[src/rtl/xs3_gray_pkg.sv]
// xs3_gray_pkg: excess-3 Gray digit codes, validity check and scan state encoding
package xs3_gray_pkg;
  localparam logic [3:0] XS3G_D0 = 4'b0010;
  localparam logic [3:0] XS3G_D1 = 4'b0110;
  localparam logic [3:0] XS3G_D2 = 4'b0111;
  localparam logic [3:0] XS3G_D3 = 4'b0101;
  localparam logic [3:0] XS3G_D4 = 4'b0100;
  localparam logic [3:0] XS3G_D5 = 4'b1100;
  localparam logic [3:0] XS3G_D6 = 4'b1101;
  localparam logic [3:0] XS3G_D7 = 4'b1111;
  localparam logic [3:0] XS3G_D8 = 4'b1110;
  localparam logic [3:0] XS3G_D9 = 4'b1010;
  localparam logic [3:0] XS3G_BLANK = 4'b0000;

  typedef enum logic {ST_BLANK, ST_SHOW} state_t;

  function automatic logic xs3g_is_valid(input logic [3:0] code);
    return code inside {XS3G_D0, XS3G_D1, XS3G_D2, XS3G_D3, XS3G_D4,
                        XS3G_D5, XS3G_D6, XS3G_D7, XS3G_D8, XS3G_D9};
  endfunction
endpackage

[src/rtl/xs3_gray_digit_bank.sv]
// xs3_gray_digit_bank: double-buffered digit code bank with filtered write port and read mux
module xs3_gray_digit_bank
  import xs3_gray_pkg::*;
#(
  parameter int NUM_DIGITS = 4,
  parameter int IDX_W = $clog2(NUM_DIGITS)
) (
  input  logic             clk,
  input  logic             rst_n,
  input  logic             we,
  input  logic [IDX_W-1:0] wr_idx,
  input  logic [3:0]       wr_code,
  input  logic             commit,
  input  logic [IDX_W-1:0] rd_ptr,
  output logic [3:0]       rd_code,
  output logic             wr_bad
);
  logic [3:0] shadow [NUM_DIGITS];
  logic [3:0] active [NUM_DIGITS];
  logic in_range;
  assign in_range = int'(wr_idx) < NUM_DIGITS;
  assign wr_bad = we && !(in_range && xs3g_is_valid(wr_code));
  assign rd_code = active[rd_ptr];
  always_ff @(posedge clk or negedge rst_n) begin
    if (!rst_n) begin
      shadow <= '{default: XS3G_BLANK};
      active <= '{default: XS3G_BLANK};
    end else begin
      if (we && in_range) shadow[wr_idx] <= xs3g_is_valid(wr_code) ? wr_code : XS3G_BLANK;
      if (commit) active <= shadow;
    end
  end
endmodule

[src/rtl/xs3_gray_digit_scan_ctrl.sv]
// xs3_gray_digit_scan_ctrl: scans a digit bank onto one shared XS3-Gray decoder with
// blanking gaps, frame-synchronous bank commit and sticky write-error flag
module xs3_gray_digit_scan_ctrl
  import xs3_gray_pkg::*;
#(
  parameter int NUM_DIGITS = 4,
  parameter int DWELL = 1000,
  parameter int BLANK_CYC = 8,
  localparam int IDX_W = $clog2(NUM_DIGITS)
) (
  input  logic                  clk,
  input  logic                  rst_n,
  input  logic                  en,
  input  logic                  wr_valid,
  output logic                  wr_ready,
  input  logic [IDX_W-1:0]      wr_idx,
  input  logic [3:0]            wr_code,
  input  logic                  err_clr,
  output logic                  d,
  output logic                  c,
  output logic                  b,
  output logic                  a,
  output logic [NUM_DIGITS-1:0] dig_sel_n,
  output logic                  frame,
  output logic                  err
);
  localparam int CNT_W = $clog2((DWELL > BLANK_CYC ? DWELL : BLANK_CYC) + 1);

  state_t st, st_n;
  logic [CNT_W-1:0] cnt, cnt_n;
  logic [IDX_W-1:0] ptr, ptr_n;
  logic [3:0] code, rd_code;
  logic last, we, wr_bad;

  assign wr_ready = ~frame;
  assign we = wr_valid & wr_ready;
  assign {d, c, b, a} = code;

  xs3_gray_digit_bank #(.NUM_DIGITS(NUM_DIGITS), .IDX_W(IDX_W)) u_bank (
    .clk(clk), .rst_n(rst_n), .we(we), .wr_idx(wr_idx), .wr_code(wr_code),
    .commit(frame | ~en), .rd_ptr(ptr_n), .rd_code(rd_code), .wr_bad(wr_bad)
  );

  always_comb begin
    last = (st == ST_SHOW) ? cnt == CNT_W'(DWELL - 1) : cnt == CNT_W'(BLANK_CYC - 1);
    st_n = !en ? ST_BLANK : !last ? st : (st == ST_SHOW) ? ST_BLANK : ST_SHOW;
    cnt_n = (!en || last) ? '0 : cnt + 1'b1;
    ptr_n = !en ? '0 : !(last && st == ST_SHOW) ? ptr :
            (ptr == IDX_W'(NUM_DIGITS - 1)) ? '0 : ptr + 1'b1;
  end

  // outputs are registered from the next state so code and enable switch on one edge
  always_ff @(posedge clk or negedge rst_n) begin
    if (!rst_n) begin
      st <= ST_BLANK;
      cnt <= '0;
      ptr <= '0;
      code <= XS3G_BLANK;
      dig_sel_n <= '1;
      frame <= 1'b0;
      err <= 1'b0;
    end else begin
      st <= st_n;
      cnt <= cnt_n;
      ptr <= ptr_n;
      code <= (st_n == ST_SHOW) ? rd_code : XS3G_BLANK;
      dig_sel_n <= (st_n == ST_SHOW) ? ~(NUM_DIGITS'(1) << ptr_n) : '1;
      frame <= st_n == ST_SHOW && ptr_n == IDX_W'(NUM_DIGITS - 1) && cnt_n == CNT_W'(DWELL - 1);
      err <= wr_bad | (err & ~err_clr);
    end
  end
endmodule

[config.mk]
export PLATFORM = sky130hd
export DESIGN_NAME = xs3_gray_digit_scan_ctrl
export DESIGN_NICKNAME = d
export VERILOG_FILES = /design/src/rtl/xs3_gray_pkg.sv /design/src/rtl/xs3_gray_digit_bank.sv /design/src/rtl/xs3_gray_digit_scan_ctrl.sv
export SDC_FILE = /design/constraint.sdc
export NUM_CORES = 1
export LEC_CHECK = 0
export ABC_AREA = 1
export CAP_MARGIN = 20
export CORE_MARGIN = 1
export CORE_UTILIZATION = 35
export CTS_BUF_LIST = sky130_fd_sc_hd__clkbuf_8
export DETAILED_ROUTE_END_ITERATION = 6
export PLACE_DENSITY = 0.61
export REMOVE_ABC_BUFFERS = 1
export SETUP_SLACK_MARGIN = 0.4
export SYNTH_ARGS = -nofsm -noshare
export SYNTH_HDL_FRONTEND = slang
export SYNTH_SLANG_ARGS = --single-unit
[constraint.sdc]
create_clock -name clk -period 4 [get_ports clk]
set_input_delay 0.4 -clock clk [delete_from_list [all_inputs] [get_ports clk]]
set_output_delay 0.4 -clock clk [all_outputs]
set_load 0.03 [all_outputs]
Word level (Yosys, flattened, before mapping). Index checks and enable logic that the tools add are counted.

Add/sub/neg operators: 2. Magnitude comparators: 3. Equality and inequality tests: 15. Shift-type cells: 1. Mux-type cells: 17. Bitwise logic cells: 10. Reduce and logical (&&, ||, !) cells: 9.

Operators with widths (number): 4-bit 2-to-1 mux (6); 10-bit == test, second input constant (2); 4-bit == test, second input constant (5); 16-bit bitwise mux (1); 4-bit by 3-bit == test with 1-bit output, second input constant (4); 10-bit by 1-bit adder with 10-bit output, second input constant (1); 10-bit by 3-bit == test with 1-bit output, second input constant (1); 10-bit 2-to-1 mux (1); 10-bit nonzero test (1); 4-bit binary-select mux with 2-bit select (1); 4-bit demux with 2-bit select (1); 3-bit greater-or-equal comparator, second input constant (2); 2-bit 2-to-1 mux (3); 2-bit NOT with 3-bit output (2); 1-bit logical AND (5); 2-bit == test, second input constant (2); 4-bit by 2-bit == test with 1-bit output, second input constant (1); 1-bit 2-to-1 mux (4); 4-bit NOT (1); 1-bit by 2-bit << shifter with 4-bit output, first input constant (1); 3-bit by 1-bit less-than comparator with 1-bit output, second input constant (1); 1-bit NOT (3); 2-bit by 1-bit adder with 2-bit output, second input constant (1); 1-bit AND (2); 3 further kinds (5).

Flip-flop bits (word level): 55. Input port bits: 11. Output and inout bits: 11. Logic and storage cells: 72.

Depth between registers and ports, before layout. Gate-level depths: netlist of run 1.

Word-level depth: 10. Mapped depth: 14. Gate-level depth less buffers: 14.

Cells and area by module. A second synthesis of run 1 with hierarchy kept.

Cells, all modules: 287. Area, all modules: 2556.2 um^2.

Modules (own cells, without submodules): xs3_gray_digit_bank (instances 1, cells each 153, area an instance 1431.4 um^2, sequential area each 800.8 um^2); xs3_gray_digit_scan_ctrl (instances 1, cells each 134, area an instance 1124.8 um^2, sequential area each 580.6 um^2).

Worst setup path before layout of run 1. No wires, ideal clock.

Kind: register -> register. Start: register cnt[1]. End: register code[0]. Setup time: 0.077 ns. Data arrival time: 1.878 ns. Data required time: 3.923 ns. Slack: 2.045 ns. Stages on the path, launching flop included: 14. Path buffers: 0. Clock period less this slack: 1.955 ns. Cells stage by stage: dfrtp_1 ha_1 nand2_1 nor3_1 nand3_1 inv_1 ha_1 nor2_1 nor2_1 nand2_1 nand2_1 inv_1 a22oi_1 a21oi_1.

Cells in the longest elaborated chain, start to end: 10. Elaborated cells on any way between the ends: 13. Classes of those cells: 2 x eq/ne; 9 x mux; 1 x bitwise; 1 x reduce/logical.

Ends and longest elaborated chain: start: declaration (RTL line xs3_gray_digit_scan_ctrl.sv:30) `logic [CNT_W-1:0] cnt, cnt_n;`; start signal: assignment (RTL line xs3_gray_digit_scan_ctrl.sv:64) `cnt <= cnt_n;`; 10-bit by 3-bit == test with 1-bit output or 10-bit == test (tied branches) (RTL line xs3_gray_digit_scan_ctrl.sv:45) `last = (st == ST_SHOW) ? cnt == CNT_W'(DWELL - 1) : cnt == CNT_W'(BLANK_CYC - 1);`; 1-bit 2-to-1 mux * (RTL line xs3_gray_digit_scan_ctrl.sv:45); 1-bit logical AND (RTL line xs3_gray_digit_scan_ctrl.sv:48) `ptr_n = !en ? '0 : !(last && st == ST_SHOW) ? ptr :`; 2-bit 2-to-1 mux (2 in a row) (RTL line xs3_gray_digit_scan_ctrl.sv:48); 2-bit NOT with 3-bit output (not written as such) (RTL line xs3_gray_digit_bank.sv:23) `assign rd_code = active[rd_ptr];`; 4-bit binary-select mux with 2-bit select (RTL line xs3_gray_digit_bank.sv:23); 4-bit 2-to-1 mux (not written as such) (2 in a row) (RTL line xs3_gray_digit_bank.sv:23); 4-bit 2-to-1 mux * (RTL line xs3_gray_digit_scan_ctrl.sv:66) `code <= (st_n == ST_SHOW) ? rd_code : XS3G_BLANK;`; end signal: assignment (RTL line xs3_gray_digit_scan_ctrl.sv:66); end: declaration (RTL line xs3_gray_digit_scan_ctrl.sv:32) `logic [3:0] code, rd_code;`.

Mark *: on every way between the ends. The rest lies on a longest branch, timed or not. The select of a mux whose other input is x is not followed. A chain may end at the register's enable or synchronous reset.

Worst setup path in the final report of run 1.
Start: register cnt[0]. End: register code[1].

Same word-level chain as after synthesis.

==> results of run 1 <==
[through the flow]
stage | worst slack (ns) | std cells | area [µm²] | util
final | 1.60 | 376 | 2850 | 0.420
after global routing | 1.29 | 376 | 2850 | 0.420
after CTS | 1.61 | 376 | 2850 | 0.420
after detailed placement | 1.63 | 368 | 2760 | 0.406
after global placement | 1.67 | 368 | 2760 | 0.406
after floorplan | 1.93 | 250 | 2430 | -
[layout make-up]
class | count | share of cell area
clock buffer | 5 | 0.0241
clock inverter | 3 | 0.00789
inverter | 34 | 0.0447
multi-input combinational | 161 | 0.322
sequential | 55 | 0.484
tap | 96 | 0.0421
timing repair buffer | 22 | 0.0746
[routing by layer]
layer / wire length, µm / global-route usage
met1: 2360 / 0.198
met2: 1890 / 0.200
met3: 148 / 0.0269
met4: 80 / 0.0500
met5: 0 / 0
[worst max path at each step]
stage | startpoint | endpoint | slack (ns) | cells past startpoint
floorplan | cnt[0]$_DFF_PN0_ | code[0]$_DFF_PN0_ | 1.93 | 13
global placement | cnt[0]$_DFF_PN0_ | code[1]$_DFF_PN0_ | 1.67 | 12
detailed placement | cnt[0]$_DFF_PN0_ | code[1]$_DFF_PN0_ | 1.63 | 12
CTS | cnt[0]$_DFF_PN0_ | code[1]$_DFF_PN0_ | 1.61 | 12
global route | cnt[0]$_DFF_PN0_ | code[1]$_DFF_PN0_ | 1.29 | 12
finish | cnt[0]$_DFF_PN0_ | code[1]$_DFF_PN0_ | 1.60 | 12
[power groups by stage]
stage               combinational (mW)  clock (mW)  sequential (mW)
floorplan                       0.0702           0            0.648
CTS                              0.110       0.327            0.650
finish                           0.108       0.318            0.650
global placement                 0.107           0            0.661
detailed placement               0.109           0            0.661
global route                     0.123       0.357            0.657
[Yosys cell counts, types with 2 or more instances]
cell     number
nor2_2        4
a21oi_1       6
nand4_1       6
dfstp_2       4
buf_4         3
dfrtp_1      51
a22oi_1       8
inv_2         2
nor3_1        6
nor2_4        2
o21ai_0      14
nor2_1       14
mux2_2       16
nand3_1      10
nand2_2       5
nand2_1      60
ha_1          3
inv_1        31
[registers in the layout, indices dropped and copies added (netlist names)]
signal         flops
code               4
ptr                2
u_bank.shadow     16
frame              1
err                1
cnt               10
u_bank.active     16
dig_sel_n          4
st                 1
[kinds of logic (layout without fill, tap and decap cells)]
logic type / count (synthesis) / after routing / share of synthesized area
xor+xnor: 1 / 1 / 0.00357
buf+inv: 38 / 64 / 0.0632
simple gates: 110 / 110 / 0.206
flops: 55 / 55 / 0.562
compound gates: 31 / 31 / 0.0764
mux: 16 / 16 / 0.0734
fa+ha+maj: 3 / 3 / 0.0153
[worst register-to-register path: cells and delay by family, from the launching register on]
family	cells	cell delay [ns]
buf+inv	1	0.08
fa+ha+maj	2	0.52
simple gates	7	0.89
flops	1	0.51
compound gates	2	0.30
==> qor.csv, run 1 <==
stage;metric;value;unit
sta;count of final setup violators;0;
finish;layout cell share with drive strength beyond 1;0.168;
clock_tree;post-CTS sizing;0;
finish;n_diodes;0;
setup_path;Worst setup EP type;register;
setup_path;Worst EP arrival;2.63;ns
route;number of routed nets with antenna violations;0;
setup_path;worst path buffer plus inverter count;1;
route;Residual DRC;0;
setup_path;Startpoint Class;register;
power;switching share of power;0.263;
finish;Syn-to-layout area delta;16.1;%
sta;final hold viol count;0;
sta;Max Fclk;0.417;GHz
power;Sw Pwr;0.283;mW
die;area of the die;7360;µm²
route;Routed WL;4480;µm
clock_tree;clock sink count;55;
placement;Post-DP HPWL;3320;µm
synth;YS warnings;0;
clock_tree;root buffer cell;clkbuf_8;
finish;most frequent cells in the layout;nand2_1, dfrtp_1, inv_1;
placement;I/O Buffers;21;
setup_path;WP data required;4.23;ns
synth;Yosys top cell area share;0.520;
sta;hold_ws;0.0826;ns
synth;synth top area cells;dfrtp_1, nand2_1, mux2_2, inv_1, dfstp_2;
power;maximum vdd drop;0.179;mV
setup_path;FF-to-FF Start;cnt[0]$_DFF_PN0_;
clock_tree;htree depth;2;
finish;area of the multi-input gates;920;µm²
sta;TNS Setup;0;ns
finish;layout net count;293;
run;Max Cap Violations;0;
route;TritonRoute pass-1 iters;4;
clock_tree;CTS buffer count;5;
power;power share of the sequential group;0.605;
die;num rows;30;
setup_path;slowest cell delay on critical path;0.51;ns
clock_tree;CTS tree;done;
sta;Setup Skew;0.00933;ns
setup_path;r2r setup slk;1.60;ns
synth;Mapped Cells;254;
power;clock power share;0.295;
setup_path;Crit-path slowest cell;dfrtp_1;
die;starting density of the core;0.362;
synth;Primary FF master, synth;dfrtp_1;
die;Die X;85.8;µm
synth;FFs w/ async S/R, synth;1.00;
finish;fill count;671;
die;Top-Level Pins;22;
route;Via density;4.53;
synth;cell taking the most area after synthesis;dfrtp_1;
sta;slew margin rel.;0.598;
power;leak pwr;1.32;nW
clock_tree;CTS Buffer Depth;2;
synth;synthesized area;2460;µm²
grt;first-pass GRT wire length;7770;µm
route;via count;1702;
setup_path;Worst path top cell family by delay;simple AND/OR/NAND/NOR gates;
placement;Routability Congestion;0.822;
setup_path;R2R depth;12;
sta;final period utilization;0.599;
clock_tree;Reg clk slew, reported paths;0.11;ns
die;core footprint;6790;µm²
sta;worst slew pin tran;0.603;ns
clock_tree;clock latency on the worst-skew pair;0.31;ns
grt;Total Routing Usage GR;0.136;
finish;commonest non-fill, non-tap cell in the layout;nand2_1;
power;pwr dens;377;nW/µm²
power;Internal;0.793;mW
grt;initial antenna violation count;0;
synth;EDFF count, synth;0;
grt;vias in the first global route;1605;
finish;FF+latch area;1380;µm²
power;Logic pwr share;0.100;
clock_tree;Post-CTS Setup Bufs;0;
sta;Pins Over Slew Limit;0;
route;first-iteration detailed-routing DRC count;119;
setup_path;CP Cell Sequence;ha_1 -> nand2_1 -> nor3_1 -> nand3_1 -> inv_1 -> ha_1 -> nand2_1 -> nand2_1 -> nand2_1 -> nor2_2 -> a22oi_1 -> a21oi_1;
grt;largest net degree at the start of global routing;30;
setup_path;Critical Path Most Common Cell;nand2_1;
synth;Distinct cells, synth;27;
die;die height;85.8;µm
run_status;status;finished, final reports clean;
synth;register area share after synthesis;0.562;
setup_path;crit-path max FO;10;
synth;flops & latches, synth;55;
power;Power Total;1.08;mW
synth;Avg Cell Area, Syn;9.67;µm²
setup_path;CP Class;register to register;
grt;grt ovf;0;
setup_path;FF-to-FF End;code[1]$_DFF_PN0_;
sta;RSZ-0062 raised after global routing;false;
route;Routed WL per cell;11.9;µm
min_path;Hold Crit Class;primary input to asynchronous set/reset pin;
clock_tree;CTS Hold Bufs;0;
sta;fin crit period;2.40;ns
Note: power is estimated with default switching activity, not from simulation.
==> run 2: changes to the inputs <==
Clock period 4 ns to 2.3 ns, I/O delays scaled along.
==> run 2 against run 1 <==
Effect of this change: combinational power grew 86%; non-clock buffer count grew 7; total power grew 80%; maximum frequency rose by 25%; clock-buffer cell count stayed put; final cell count grew 1.9%; critical path depth is the same; via count increased by 4.0%; highest routed layer unchanged.
==> qor.csv, run 2 (same netlist as run 1, synthesis figures left out) <==
stage;metric;value;unit
sta;worst slew pin tran;0.690;ns
sta;Pins Over Slew Limit;0;
power;leak pwr;1.38;nW
route;Via density;4.62;
placement;Routability Congestion;0.780;
clock_tree;CTS Hold Bufs;0;
sta;slew margin rel.;0.540;
setup_path;Crit-path slowest cell;dfrtp_1;
setup_path;R2R depth;12;
placement;Post-DP HPWL;3240;µm
power;pwr dens;644;nW/µm²
finish;layout cell share with drive strength beyond 1;0.254;
route;via count;1770;
die;Die X;85.8;µm
power;Power Total;1.94;mW
setup_path;r2r setup slk;0.38;ns
placement;placed inst area;2780;µm²
route;number of routed nets with antenna violations;0;
setup_path;Startpoint Class;register;
setup_path;CP Class;register to register;
run;Max Cap Violations;0;
route;Routed WL per cell;12.2;µm
die;num rows;30;
min_path;Hold Crit Class;primary input to asynchronous set/reset pin;
route;TritonRoute pass-1 iters;4;
placement;I/O Buffers;21;
grt;first-pass GRT wire length;7850;µm
sta;TNS Setup;0;ns
die;area of the die;7360;µm²
sta;RSZ-0062 raised after global routing;true;
sta;final period utilization;0.833;
finish;commonest non-fill, non-tap cell in the layout;nand2_1;
setup_path;slowest cell delay on critical path;0.38;ns
clock_tree;clock latency on the worst-skew pair;0.32;ns
placement;placed insts;370;
setup_path;Crit. Startpoint;cnt[0]$_DFF_PN0_;
finish;fill count;655;
clock_tree;root buffer cell;clkbuf_8;
finish;Syn-to-layout area delta;22.4;%
grt;Total Routing Usage GR;0.139;
finish;biggest regs;u_bank.active (16), u_bank.shadow (16), cnt (10);
die;die height;85.8;µm
placement;Place WS;0.182;ns
grt;vias in the first global route;1587;
sta;fin crit period;1.92;ns
clock_tree;CTS Buffer Depth;2;
power;maximum vdd drop;0.244;mV
setup_path;CP Cell Sequence;ha_2 -> nand2_2 -> nor3_2 -> nand3_1 -> inv_2 -> ha_4 -> nand2_2 -> a21oi_4 -> nand3_2 -> nor2_1 -> nand3_1 -> nor3_2;
clock_tree;htree depth;2;
route;Residual DRC;0;
route;first-iteration detailed-routing DRC count;66;
setup_path;FF-to-FF End;frame$_DFF_PN0_;
die;core footprint;6790;µm²
setup_path;WP data required;2.56;ns
run_status;status;finished, final reports clean;
clock_tree;clock sink count;55;
clock_tree;Reg clk slew, reported paths;0.11;ns
grt;largest net degree at the start of global routing;56;
grt;grt ovf;0;
route;Routed WL;4690;µm
finish;layout net count;300;
finish;n_diodes;0;
setup_path;Worst setup EP type;register;
die;Top-Level Pins;22;
setup_path;crit path capture;frame$_DFF_PN0_;
sta;Max Fclk;0.522;GHz
grt;initial antenna violation count;0;
sta;count of final setup violators;0;
sta;final hold viol count;0;
finish;non-filler cells, final;383;
setup_path;crit-path max FO;4;
setup_path;Worst EP arrival;2.17;ns
finish;most frequent cells in the layout;nand2_1, dfrtp_1, inv_1;
clock_tree;CTS buffer count;5;
setup_path;FF-to-FF Start;cnt[0]$_DFF_PN0_;
finish;Final Cell Area;3010;µm²
die;starting density of the core;0.362;
sta;setup ws final;0.384;ns
sta;Setup Skew;0.0105;ns
clock_tree;CTS tree;done;
[run 2: worst min path at each step]
stage | start | endpoint | slack [ns] | depth (start not counted)
finish | rst_n | cnt[5]$_DFF_PN0_ | 0.02 | 2
detailed placement | rst_n | err$_DFF_PN0_ | 0.41 | 2
global route | rst_n | u_bank.shadow[11]$_DFFE_PN0P_ | 0.08 | 2
floorplan | rst_n | cnt[0]$_DFF_PN0_ | -0.07 | 0
global placement | rst_n | cnt[0]$_DFF_PN0_ | 0.41 | 2
CTS | rst_n | cnt[5]$_DFF_PN0_ | 0.05 | 2
[run 2: area by class of cell]
cell class	instances	area, µm²	area share
inverters	34	128	0.0425
repair buffers	29	265	0.0883
clock inverters	3	31.3	0.0104
clock buffers	5	68.8	0.0229
multi-input cells	161	1010	0.336
flip-flops and latches	55	1380	0.460
well taps	96	120	0.0400
[run 2: critical path: cells and delay by family (launching register included)]
| family | cells | cell delay [ns] |
|---|---|---|
| AOI/OAI and AO/OA | 1 | 0.20 |
| buffers and inverters | 1 | 0.08 |
| DFF | 1 | 0.38 |
| and+or+nand+nor | 8 | 0.84 |
| adders and majority gates | 2 | 0.36 |
[run 2: per-layer routing]
| layer | GRT usage | share of wire |
|---|---|---|
| met2 | 0.201 | 0.44 |
| met5 | 0 | 0 |
| met4 | 0.0591 | 0.016 |
| met3 | 0.0269 | 0.035 |
| met1 | 0.202 | 0.51 |
[run 2: report_power, final]
part / leakage [nW] / switching (mW) / total [mW] / internal (mW)
combinational: 0.609 / 0.0996 / 0.201 / 0.101
sequential: 0.715 / 0.0694 / 1.13 / 1.07
clock: 0.0526 / 0.365 / 0.599 / 0.234
[run 2: timing repair]
| item | 4_1_cts | 5_1_grt |
|---|---|---|
| hold endpoints to repair | 0 | 0 |
| setup endpoints to repair | 8 | 5 |
| gates cloned | 0 | 0 |
| buffers inserted | 3 | 2 |
| resized for setup | 19 | 6 |
| pin swaps | 4 | 4 |
[run 2: metrics by stage]
stage / utilization / hold WS, ns
CTS: 0.436 / 0.0542
global placement: 0.409 / 0.406
detailed placement: 0.409 / 0.411
floorplan: - / -0.0656
finish: 0.442 / 0.0230
global route: 0.442 / 0.0845
==> run 3: changes to the inputs <==
Clock period 2.3 ns to 2 ns, I/O delays scaled along.
==> run 3 against run 2 <==
Effect of this change: sequential power increased by 15%; setup slack got worse by 0.23 ns; total power increased by 11%; final area up 2.8%; critical path type unchanged; critical endpoint is now code[1]$_DFF_PN0_; highest routed layer unchanged.
==> qor.csv, run 3 (same netlist as run 1, synthesis figures left out) <==
stage;metric;value;unit
run_status;status;finished, final reports clean;
placement;Post-DP HPWL;3410;µm
setup_path;CP Cell Sequence;ha_2 -> nand2_2 -> nor3_2 -> nand3_1 -> inv_2 -> ha_4 -> nand2_2 -> nand2_4 -> inv_4 -> nand2_4 -> nor2_4 -> a22oi_2 -> a21oi_1;
route;TritonRoute pass-1 iters;4;
power;Internal;1.60;mW
clock_tree;clock latency on the worst-skew pair;0.30;ns
setup_path;worst path buffer plus inverter count;2;
power;leak pwr;1.41;nW
power;pwr dens;696;nW/µm²
clock_tree;CTS Buffer Depth;2;
setup_path;Worst setup EP type;register;
power;switching share of power;0.256;
grt;vias in the first global route;1706;
route;via count;1789;
grt;Total Routing Usage GR;0.142;
power;Sw Pwr;0.552;mW
clock_tree;clock sink count;55;
route;Residual DRC;0;
finish;non-filler cells, final;391;
die;die height;85.8;µm
power;Logic pwr share;0.113;
sta;Setup Skew;0.0101;ns
setup_path;r2r setup slk;0.15;ns
placement;I/O Buffers;21;
die;core footprint;6790;µm²
setup_path;slowest cell delay on critical path;0.39;ns
finish;FF+latch area;1380;µm²
clock_tree;Reg clk slew, reported paths;0.10;ns
power;Power Total;2.15;mW
finish;fill count;675;
finish;layout net count;308;
sta;Max Fclk;0.541;GHz
placement;placed insts;376;
setup_path;R2R depth;13;
clock_tree;htree depth;2;
setup_path;WP depth;13;
sta;Pins Over Slew Limit;0;
grt;grt ovf;0;
sta;final period utilization;0.925;
route;first-iteration detailed-routing DRC count;77;
finish;layout cell share with drive strength beyond 1;0.278;
sta;slew margin rel.;0.646;
route;Via density;4.58;
setup_path;WP data required;2.23;ns
setup_path;FF-to-FF End;code[1]$_DFF_PN0_;
sta;fin crit period;1.85;ns
setup_path;crit-path max FO;5;
setup_path;Startpoint Class;register;
die;Top-Level Pins;22;
finish;most frequent cells in the layout;nand2_1, dfrtp_1, inv_1;
grt;first-pass GRT wire length;8180;µm
grt;initial antenna violation count;0;
min_path;Hold Crit Class;primary input to asynchronous set/reset pin;
clock_tree;CTS tree;done;
placement;Routability Congestion;0.798;
sta;final hold viol count;0;
power;maximum vdd drop;0.348;mV
clock_tree;CTS buffer count;5;
die;num rows;30;
finish;n_diodes;0;
setup_path;Crit-path slowest cell;dfrtp_1;
die;starting density of the core;0.362;
route;Routed WL per cell;12.2;µm
setup_path;Crit. Startpoint;cnt[1]$_DFF_PN0_;
clock_tree;root buffer cell;clkbuf_8;
setup_path;crit path capture;code[1]$_DFF_PN0_;
route;number of routed nets with antenna violations;0;
finish;Syn-to-layout area delta;25.8;%
grt;largest net degree at the start of global routing;35;
setup_path;Worst EP arrival;2.08;ns
setup_path;Worst path top cell family by delay;simple AND/OR/NAND/NOR gates;
sta;count of final setup violators;0;
finish;commonest non-fill, non-tap cell in the layout;nand2_1;
run;Max Cap Violations;0;
setup_path;CP Class;register to register;
finish;area of the multi-input gates;1020;µm²
die;Die X;85.8;µm
power;clock power share;0.283;
sta;worst slew pin tran;0.531;ns
sta;RSZ-0062 raised after global routing;true;
power;power share of the sequential group;0.604;
finish;biggest regs;u_bank.active (16), u_bank.shadow (16), cnt (10);
route;Routed WL;4750;µm
die;area of the die;7360;µm²
setup_path;FF-to-FF Start;cnt[1]$_DFF_PN0_;
[run 3: cell count changes in the layout (fill, tap and decap cells not counted), moves of 2 or more]
cell / before / now
dlygate4sd2_1: 0 / 5
buf_4: 8 / 11
buf_6: 0 / 3
clkdlybuf4s50_1: 20 / 15
inv_4: 0 / 2
inv_8: 2 / 0
[run 3: routing by layer]
metal | vias to the layer above | global-route usage | share of wire
li1 | 904 | - | -
met1 | 839 | 0.203 | 0.50
met2 | 41 | 0.217 | 0.45
met3 | 5 | 0.0327 | 0.033
met4 | 0 | 0.0409 | 0.013
met5 | - | 0 | 0
[run 3: area by class of cell]
class                   instances  area share
multi-input cells             161       0.330
inverters                      34      0.0429
clock inverters                 3     0.00729
clock buffers                   5      0.0223
well taps                      96      0.0389
repair buffers                 37       0.112
flip-flops and latches         55       0.447
[run 3: power by group through the flow]
stage	Combinational [mW]	Clock, mW	Sequential, mW
final	0.243	0.609	1.30
after CTS	0.245	0.633	1.30
after global routing	0.275	0.668	1.31
after global placement	0.231	0	1.32
after floorplan	0.140	0	1.30
after detailed placement	0.238	0	1.31
[run 3: per-stage QoR]
step	area, µm²	setup TNS (ns)	setup slack (ns)	util	hold WS (ns)
after floorplan	2430	-0.351	-0.0732	-	-0.0956
after global placement	2830	0	0.0487	0.417	0.210
after detailed placement	2830	-0.0264	-0.0169	0.417	0.212
after CTS	3050	0	0.167	0.449	0.407
after global routing	3090	-0.0120	-0.0120	0.455	0.452
final	3090	0	0.150	0.455	0.398
[run 3: worst min-delay path by stage]
stage | end | cells after the start
finish | u_bank.shadow[5]$_DFFE_PN0P_ | 2
global route | u_bank.shadow[7]$_DFFE_PN0P_ | 2
CTS | u_bank.shadow[5]$_DFFE_PN0P_ | 2
detailed placement | err$_DFF_PN0_ | 1
global placement | err$_DFF_PN0_ | 1
floorplan | cnt[0]$_DFF_PN0_ | 0
[run 3: repair_timing]
| action | in CTS | in global routing |
|---|---|---|
| hold buffers | 1 | 0 |
| endpoints found under the setup margin | 13 | 10 |
| buffers inserted | 4 | 2 |
| pin swaps | 9 | 16 |
| endpoints found under the hold margin | 21 | 0 |
| resized for setup | 33 | 6 |
